==> src/rtl/fpu_addsub_sched_pkg.sv <==
// Shared constants and types for the FP add/sub scheduler.
// Op encoding, requester IDs, latency ceiling and the in-flight tag type.
package fpu_addsub_sched_pkg;

   localparam logic OP_ADD = 1'b0;
   localparam logic OP_SUB = 1'b1;

   localparam logic REQ0 = 1'b0;
   localparam logic REQ1 = 1'b1;

   localparam int unsigned LATENCY_MAX = 8;

   // One slot of the ownership pipe that runs alongside the datapath.
   typedef struct packed {
      logic valid;
      logic owner;
   } tag_t;

endpackage

==> src/rtl/fpu_rr_arb2.sv <==
// Two-way round-robin arbiter with per-requester eligibility.
// Ports: clk, reset (sync, active-low), valid[1:0], elig[1:0] in;
//        grant_c[1:0] out (combinational, one-hot or zero).
module fpu_rr_arb2
   import fpu_addsub_sched_pkg::*;
(
   input  logic       clk,
   input  logic       reset,
   input  logic [1:0] valid,
   input  logic [1:0] elig,
   output logic [1:0] grant_c
);

   logic last_q;
   logic last_d;
   logic [1:0] req;

   // Grant selection; a tie goes to whoever was not granted last.
   always_comb begin
      req     = valid & elig;
      grant_c = 2'b00;
      last_d  = last_q;
      if (req == 2'b11) begin
         grant_c = (last_q == REQ1) ? 2'b01 : 2'b10;
      end else begin
         grant_c = req;
      end
      if (grant_c[0]) begin
         last_d = REQ0;
      end else if (grant_c[1]) begin
         last_d = REQ1;
      end
   end

   // Pointer starts as "requester 1 granted last" so requester 0 wins the first tie.
   always_ff @(posedge clk) begin
      if (!reset) begin
         last_q <= REQ1;
      end else begin
         last_q <= last_d;
      end
   end

endmodule

==> src/rtl/fpu_addsub_sched.sv <==
// Shares one pipelined FP add/sub datapath between two requesters.
// Ports: clk, reset (sync, active-low);
//        reqN_valid/a/b/op in, reqN_ready out (combinational grant);
//        dp_valid/dp_a/dp_b/dp_op out, dp_result in (LATENCY after dp_valid);
//        respN_valid/respN_data out; busy out.
module fpu_addsub_sched
   import fpu_addsub_sched_pkg::*;
#(
   parameter int unsigned WIDTH   = 32,
   parameter int unsigned LATENCY = 3,
   parameter int unsigned MAX_OUT = 4
) (
   input  logic             clk,
   input  logic             reset,
   input  logic             req0_valid,
   output logic             req0_ready,
   input  logic [WIDTH-1:0] req0_a,
   input  logic [WIDTH-1:0] req0_b,
   input  logic             req0_op,
   input  logic             req1_valid,
   output logic             req1_ready,
   input  logic [WIDTH-1:0] req1_a,
   input  logic [WIDTH-1:0] req1_b,
   input  logic             req1_op,
   output logic             dp_valid,
   output logic [WIDTH-1:0] dp_a,
   output logic [WIDTH-1:0] dp_b,
   output logic             dp_op,
   input  logic [WIDTH-1:0] dp_result,
   output logic             resp0_valid,
   output logic [WIDTH-1:0] resp0_data,
   output logic             resp1_valid,
   output logic [WIDTH-1:0] resp1_data,
   output logic             busy
);

   localparam int unsigned CNT_W = $clog2(MAX_OUT + 1);

   logic [1:0]       grant_c;
   logic [1:0]       elig;

   logic             dp_valid_q, dp_valid_d;
   logic [WIDTH-1:0] dp_a_q, dp_a_d;
   logic [WIDTH-1:0] dp_b_q, dp_b_d;
   logic             dp_op_q, dp_op_d;
   logic             dp_owner_q, dp_owner_d;

   tag_t             tag_q [LATENCY];
   tag_t             tag_d [LATENCY];
   tag_t             tag_out;
   logic             tag_any_d;

   logic             resp0_valid_q, resp0_valid_d;
   logic             resp1_valid_q, resp1_valid_d;
   logic [WIDTH-1:0] resp0_data_q, resp0_data_d;
   logic [WIDTH-1:0] resp1_data_q, resp1_data_d;

   logic [CNT_W-1:0] cnt0_q, cnt0_d;
   logic [CNT_W-1:0] cnt1_q, cnt1_d;
   logic             busy_q, busy_d;

   // A response leaving this cycle frees its slot for an issue in the same cycle.
   assign elig[0] = (cnt0_q < CNT_W'(MAX_OUT)) | resp0_valid_q;
   assign elig[1] = (cnt1_q < CNT_W'(MAX_OUT)) | resp1_valid_q;

   fpu_rr_arb2 u_arb (
      .clk     (clk),
      .reset   (reset),
      .valid   ({req1_valid, req0_valid}),
      .elig    (elig),
      .grant_c (grant_c)
   );

   assign req0_ready = grant_c[0];
   assign req1_ready = grant_c[1];

   // Issue register, ownership pipe, response steering, counters, busy.
   always_comb begin
      dp_valid_d = |grant_c;
      dp_a_d     = dp_a_q;
      dp_b_d     = dp_b_q;
      dp_op_d    = dp_op_q;
      dp_owner_d = dp_owner_q;
      if (grant_c[0]) begin
         dp_a_d     = req0_a;
         dp_b_d     = req0_b;
         dp_op_d    = req0_op;
         dp_owner_d = REQ0;
      end else if (grant_c[1]) begin
         dp_a_d     = req1_a;
         dp_b_d     = req1_b;
         dp_op_d    = req1_op;
         dp_owner_d = REQ1;
      end

      tag_d[0].valid = dp_valid_q;
      tag_d[0].owner = dp_owner_q;
      for (int unsigned i = 1; i < LATENCY; i++) begin
         tag_d[i] = tag_q[i-1];
      end
      tag_any_d = 1'b0;
      for (int unsigned i = 0; i < LATENCY; i++) begin
         tag_any_d = tag_any_d | tag_d[i].valid;
      end

      // The last tag stage lines up with dp_result for the op it describes.
      tag_out       = tag_q[LATENCY-1];
      resp0_valid_d = tag_out.valid & (tag_out.owner == REQ0);
      resp1_valid_d = tag_out.valid & (tag_out.owner == REQ1);
      resp0_data_d  = resp0_valid_d ? dp_result : resp0_data_q;
      resp1_data_d  = resp1_valid_d ? dp_result : resp1_data_q;

      cnt0_d = cnt0_q;
      case ({grant_c[0], resp0_valid_q})
         2'b10:   cnt0_d = cnt0_q + CNT_W'(1);
         2'b01:   cnt0_d = cnt0_q - CNT_W'(1);
         default: cnt0_d = cnt0_q;
      endcase
      cnt1_d = cnt1_q;
      case ({grant_c[1], resp1_valid_q})
         2'b10:   cnt1_d = cnt1_q + CNT_W'(1);
         2'b01:   cnt1_d = cnt1_q - CNT_W'(1);
         default: cnt1_d = cnt1_q;
      endcase

      busy_d = dp_valid_d | tag_any_d | resp0_valid_d | resp1_valid_d;
   end

   // Reset drops everything in flight; no responses are produced for it.
   always_ff @(posedge clk) begin
      if (!reset) begin
         dp_valid_q    <= 1'b0;
         dp_a_q        <= '0;
         dp_b_q        <= '0;
         dp_op_q       <= 1'b0;
         dp_owner_q    <= REQ0;
         for (int unsigned i = 0; i < LATENCY; i++) begin
            tag_q[i] <= '0;
         end
         resp0_valid_q <= 1'b0;
         resp1_valid_q <= 1'b0;
         resp0_data_q  <= '0;
         resp1_data_q  <= '0;
         cnt0_q        <= '0;
         cnt1_q        <= '0;
         busy_q        <= 1'b0;
      end else begin
         dp_valid_q    <= dp_valid_d;
         dp_a_q        <= dp_a_d;
         dp_b_q        <= dp_b_d;
         dp_op_q       <= dp_op_d;
         dp_owner_q    <= dp_owner_d;
         tag_q         <= tag_d;
         resp0_valid_q <= resp0_valid_d;
         resp1_valid_q <= resp1_valid_d;
         resp0_data_q  <= resp0_data_d;
         resp1_data_q  <= resp1_data_d;
         cnt0_q        <= cnt0_d;
         cnt1_q        <= cnt1_d;
         busy_q        <= busy_d;
      end
   end

   assign dp_valid    = dp_valid_q;
   assign dp_a        = dp_a_q;
   assign dp_b        = dp_b_q;
   assign dp_op       = dp_op_q;
   assign resp0_valid = resp0_valid_q;
   assign resp0_data  = resp0_data_q;
   assign resp1_valid = resp1_valid_q;
   assign resp1_data  = resp1_data_q;
   assign busy        = busy_q;

   // A response always has a matching outstanding issue; the cap is never exceeded.
   a_cnt0_no_underflow: assert property (@(posedge clk) disable iff (!reset)
      resp0_valid_q |-> (cnt0_q != '0));
   a_cnt1_no_underflow: assert property (@(posedge clk) disable iff (!reset)
      resp1_valid_q |-> (cnt1_q != '0));
   a_cnt0_cap: assert property (@(posedge clk) disable iff (!reset)
      cnt0_q <= CNT_W'(MAX_OUT));
   a_cnt1_cap: assert property (@(posedge clk) disable iff (!reset)
      cnt1_q <= CNT_W'(MAX_OUT));

endmodule
==> config.mk <==
export PLATFORM = sky130hd
export DESIGN_NAME = fpu_addsub_sched
export DESIGN_NICKNAME = d
export VERILOG_FILES = /design/src/rtl/fpu_addsub_sched_pkg.sv /design/src/rtl/fpu_rr_arb2.sv /design/src/rtl/fpu_addsub_sched.sv
export SDC_FILE = /design/constraint.sdc
export NUM_CORES = 1
export LEC_CHECK = 0
export ABC_AREA = 1
export CAP_MARGIN = 20
export CELL_PAD_IN_SITES_DETAIL_PLACEMENT = 1
export CELL_PAD_IN_SITES_GLOBAL_PLACEMENT = 2
export CORE_MARGIN = 10
export CORE_UTILIZATION = 22
export CTS_BUF_LIST = sky130_fd_sc_hd__clkbuf_2 sky130_fd_sc_hd__clkbuf_4 sky130_fd_sc_hd__clkbuf_8
export DETAILED_ROUTE_END_ITERATION = 8
export PLACE_DENSITY_LB_ADDON = 0.12
export SETUP_SLACK_MARGIN = 0.3
export SLEW_MARGIN = 15
export SYNTH_ARGS = -nofsm -noshare
export SYNTH_HDL_FRONTEND = slang
export SYNTH_HIERARCHICAL = 1
export SYNTH_SLANG_ARGS = --single-unit
==> constraint.sdc <==
create_clock -name clk -period 3.85 [get_ports clk]
set_input_delay 0.385 -clock clk [delete_from_list [all_inputs] [get_ports clk]]
set_output_delay 0.385 -clock clk [all_outputs]
set_load 0.03 [all_outputs]
After elaboration in Yosys (flattened, before gate mapping)
Cells that the tools add are included.

word-level totals
  bits in registers = 147
  input bits = 166
  output and inout bits = 135
  word-level logic and storage cells = 59

cells by class
  add/sub/neg operators = 4
  order comparisons = 2
  equality and inequality tests = 5
  multiplexer cells = 12
  bitwise logic cells = 12
  reduce and logical (&&, ||, !) cells = 5

operators with widths
  kind                                                                   count
  32-bit two-way mux                                                     4
  3-bit one-hot mux with 2 select lines                                  2
  1-bit OR                                                               7
  3-bit by 1-bit adder with 3-bit output, second input constant          2
  2-bit equality test, second input constant                             3
  3-bit less-than comparator, second input constant                      2
  2-bit nonzero test                                                     3
  3-bit by 1-bit subtractor with 3-bit output, second input constant     2
  2-bit by 1-bit equality test with 1-bit output, second input constant  2
  1-bit two-way mux                                                      4
  2-bit two-way mux                                                      2
  2-bit OR reduction                                                     2
  1-bit AND                                                              2
  2-bit AND                                                              1
  1-bit inverter                                                         2

Longest topological paths before layout
  word-level depth = 9
  mapped depth = 17
  depth with buffers taken out = 15

Hierarchy
Netlist, hierarchy kept.

by module, submodules not included
  module            instances  cells each  area an instance (um^2)
  fpu_addsub_sched  1          845         5,904.4
  fpu_rr_arb2       1          13          68.8

Least setup slack after synthesis
No wires, ideal clock.

  path type = reg-to-reg
  start point = register resp0_valid_q, in the netlist resp0_valid
  end point = register cnt0_q[1]
  setup time = 0.070 ns
  arrival time = 2.560 ns
  required time = 3.780 ns
  path slack = 1.221 ns
  stages on the path, launching flop included = 11
  path buffers = 2
  clock period less this slack = 2.629 ns
  path through = dfxtp_1 or2_2 nand2_1 nor2_1 buf_4 clkbuf_1 inv_1 ha_1 inv_1 fa_1 a21oi_1

on the way
  cells in the longest elaborated chain, start to end = 6
  elaborated cells between the ends (all ways) = 8

RTL lines
  element                                                                                       RTL line                 RTL
  start: declaration                                                                            fpu_addsub_sched.sv:53   logic resp0_valid_q, resp0_valid_d;
  start signal: assignment                                                                      fpu_addsub_sched.sv:154  resp0_valid_q <= resp0_valid_d;
  1-bit OR (*)                                                                                  fpu_addsub_sched.sv:63   assign elig[0] = (cnt0_q < CNT_W'(MAX_OUT)) | resp0_valid_q;
  named net elig[0]                                                                             fpu_addsub_sched.sv:40   logic [1:0] elig;
  2-bit AND (*)                                                                                 fpu_rr_arb2.sv:20        req = valid & elig;
  2-bit equality test                                                                           fpu_rr_arb2.sv:23        if (req == 2'b11) begin
  2-bit two-way mux (*)                                                                         fpu_rr_arb2.sv:23
  named net req0_ready                                                                          fpu_addsub_sched.sv:16   output logic req0_ready,
  2-bit by 1-bit equality test with 1-bit output / 2-bit equality test (equally long branches)  fpu_addsub_sched.sv:114  case ({grant_c[0], resp0_valid_q})
  3-bit one-hot mux with 2 select lines / 2-bit nonzero test (equally long branches)            --
  end signal: assignment                                                                        fpu_addsub_sched.sv:158  cnt0_q <= cnt0_d;
  end: declaration                                                                              fpu_addsub_sched.sv:58   logic [CNT_W-1:0] cnt0_q, cnt0_d;

Mark *: on every way through the listed nets, which the timed path passes. The rest lies on a longest branch.
A chain may end at the register's enable or synchronous reset.

Worst setup path after layout
  start point = register resp0_valid_q, in the netlist resp0_valid
  end point = output req0_ready

on the way
  cells in the longest elaborated chain, start to end = 4

RTL lines
  element                RTL line
  1-bit OR (*)           fpu_addsub_sched.sv:63
  named net elig[0]      fpu_addsub_sched.sv:40
  2-bit AND (*)          fpu_rr_arb2.sv:20
  2-bit equality test    fpu_rr_arb2.sv:23
  2-bit two-way mux (*)  fpu_rr_arb2.sv:23
  end: declaration       fpu_addsub_sched.sv:16

Marks and branches as above.

==> flow_summary_export.csv <==
group,metric,value,unit
floorplanning,num_rows,60,
timing,hold_violations,0,
global_route,grtUsageTotal,14.47,%
clocking,cts-root-buf,"clkbuf_8",
clocking,cts_setup_buffers,0,
global_route,grt_overflow_total,0,
global_route,grt_max_degree,70,
floorplanning,dieWidth,184.8,um
timing,fin_skew,18.97,ps
setup_path,startpoint_type,"flop",
yosys,netlist.area_leader.share,49.27,%
clocking,cts_tree,"yes",
timing,drv_slew,0,
clocking,cts_resized,0,
yosys,synth_common_cells,"nand2_1 (278), dfxtp_1 (147), nor2_1 (140)",
floorplanning,core_area,26800,um^2
flow_run,cap_violations,0,
yosys,synth_area_leader_cell,"dfxtp_1",
routing,route.detailed.drc,0,
clocking,cts_hold_buffers,0,
routing,ant_nets,0,
timing,post-route-period-util,70.38,%
global_route,first_global_vias,6464,
final_layout,syn2layout_area_growth,61.71,%
pwr,power.density,391.8,nW/um^2
timing,worstMarginPinSlew,802.5,ps
setup_path,worstSetupEndpointType,"primary output",
place,portBuffers,300,
floorplanning,boundaryPins,301,
clocking,clk-insertion-delay-late,450,ps
clocking,numCtsBuffers,17,
floorplanning,die_area,34140,um^2
floorplanning,initial_core_util,22.29,%
timing,fmax,369.0,MHz
timing,grt_setup_unrepaired,"false",
final_layout,nNetsFinal,1309,
yosys,syn-cell-area,5973,um^2
routing,initialDrtViolationCount,204,
yosys,synthDistinctLibCells,22,
yosys,synth.most_common_cell,"nand2_1",
routing,vias,6208,
timing,whs,431.7,ps
place,placedCellCount,1461,
min_path,min_path_type,"flop to flop",
setup_path,path_cells,"or2_2 > nand2_1 > nor2_4 > clkdlybuf4s50_1",
setup_path,cp_max_fo,20,
yosys,synth-edff-count,0,
setup_path,slowest_delay,790,ps
yosys,yosysWarnings,6,
timing,period_minus_slack,2710,ps
routing,drt-vias-per-instance,4.153,
routing,dr.pass1.iters,4,
yosys,postSynth.asyncResetShare,0,%
yosys,ys_seq_area_share,49.27,%
place,hpwl,18180,um
timing,max_slew_margin,46.50,%
yosys,avgSynthCellArea,6.962,um^2
routing,wirelength,25210,um
pwr,peakVddDrop,0.1990,mV
yosys,synth.area.top_cells,"dfxtp_1 (49%), nand2_1 (17%), nor2_1 (8.8%)",
clocking,cts.sinks,147,
setup_path,critPathRequiredTime,3460,ps
final_layout,drive_gt1_share,4.427,%
clocking,clk_pin_slew,80,ps
outcome,status,"completed",
setup_path,crit_type,"flop to primary output",
yosys,synth-main-ff-cell,"dfxtp_1",
floorplanning,die_y,184.8,um
yosys,syn_nets,1028,
place,gp_congestion,0.6878,
setup_path,crit_path_top_delay_cell,"clkdlybuf4s50_1",
timing,finalSetupViolations,0,
setup_path,arrival,2320,ps
final_layout,final_cells,1495,
yosys,synth-seq-cells,147,
final_layout,fillers,3244,
setup_path,reg2reg_slack,1600,ps
clocking,cts-htree-levels,4,
pwr,p_leak,4.395,nW
timing,final.setup.tns,0,ps
global_route,grt_pass1_wl,38250,um
global_route,antenna_found_initial,2,
routing,avgRoutedWirePerCell,16.86,um
clocking,cts_max_path_buffers,2,
yosys,netlist_instances,858,
-- through the flow --
stage               cell area [um^2]  util (%)  power [W]  setup WS (ps)
finish                          9659     36.04   0.003785           1140
global placement                9218     34.39   0.002461           1185
CTS                             9654     36.02   0.003871           1062
detailed placement              9218     34.39   0.002466           1165
global route                    9654     36.02   0.003999           1006
floorplan                       5973         -   0.002063           1221
-- placed cells by master, fill, tap and decap left out, types with 2 or more instances in the layout --
cell / synthesis / layout
clkdlybuf4s50_1: 0 / 299
nand2_1: 278 / 278
dfxtp_1: 147 / 147
nor2_1: 140 / 138
inv_1: 89 / 89
nand3_1: 71 / 71
o21ai_0: 67 / 67
clkbuf_8: 0 / 19
buf_4: 5 / 11
a21oi_1: 5 / 5
inv_6: 0 / 4
nor2_4: 1 / 3
clkinv_4: 0 / 3
bufinv_16: 0 / 3
diode_2: 0 / 2
or2_2: 2 / 2
fa_1: 2 / 2
ha_1: 2 / 2
-- per-layer routing --
metal	part of all wire, %	up-vias	track usage (%)
met5	0.052	-	0
met4	0.79	2	3.511
met3	11	11	7.073
met2	43	191	22.13
met1	45	2833	17.80
li1	-	3171	-
-- report_power, final --
part | internal, W | switching [W] | total [W] | leakage, nW
clock | 0.000700 | 0.000673 | 0.00137 | 0.224
combinational | 0.000358 | 0.000416 | 0.000774 | 2.97
sequential | 0.00160 | 0.0000398 | 0.00164 | 1.20
-- layout make-up --
| type | instances | area [um^2] | share of cell area [%] |
|---|---|---|---|
| timing repair buffer | 311 | 3095 | 32.05 |
| multi-input combinational | 572 | 2415 | 25.00 |
| sequential | 147 | 2943 | 30.47 |
| tap | 341 | 426.7 | 4.417 |
| antenna | 2 | 5.005 | 0.05181 |
| inverter | 90 | 337.8 | 3.497 |
| clock buffer | 20 | 269.0 | 2.785 |
| clock inverter | 12 | 167.7 | 1.736 |
-- kinds of logic (layout without fill, tap and decap cells) --
logic type	after synthesis	in the layout	synth area share [%]
AOI/OAI and AO/OA	72	72	6.033
xor gates and xnor gates	1	1	0.1467
adders and majority gates	4	4	1.089
buffers and inverters	139	433	10.56
DFF	147	147	49.27
other	0	2	0
and+or+nand+nor	495	495	32.91
-- worst paths after layout --
check | cells after the start | startpoint | endpoint
worst max register to register | 11 | cnt0_q[2] | cnt1_q[2]
worst min register to register | 2 | tag_d[0] | tag_out[0]
worst min-delay path | 2 | tag_d[0] | tag_out[0]
worst max-delay path | 4 | resp0_valid | req0_ready
-- sequential cells by signal, indices dropped and copies added (netlist names) --
name and cells:
dp_valid 1, dp_owner_q 1, dp_b 32, dp_a 32, resp1_valid 1, cnt0_q 3
dp_op 1, resp0_data 32, resp0_valid 1, cnt1_q 3, u_arb/last_q 1, busy 1
resp1_data 32, tag_out 2, tag_d 4
-- critical path, delay by kind of cell, from the launching register on --
family	cells	cell delay (ps)
flops	1	370
buf+inv	1	790
simple gates	3	730
Power figures use the tool's default switching activity.
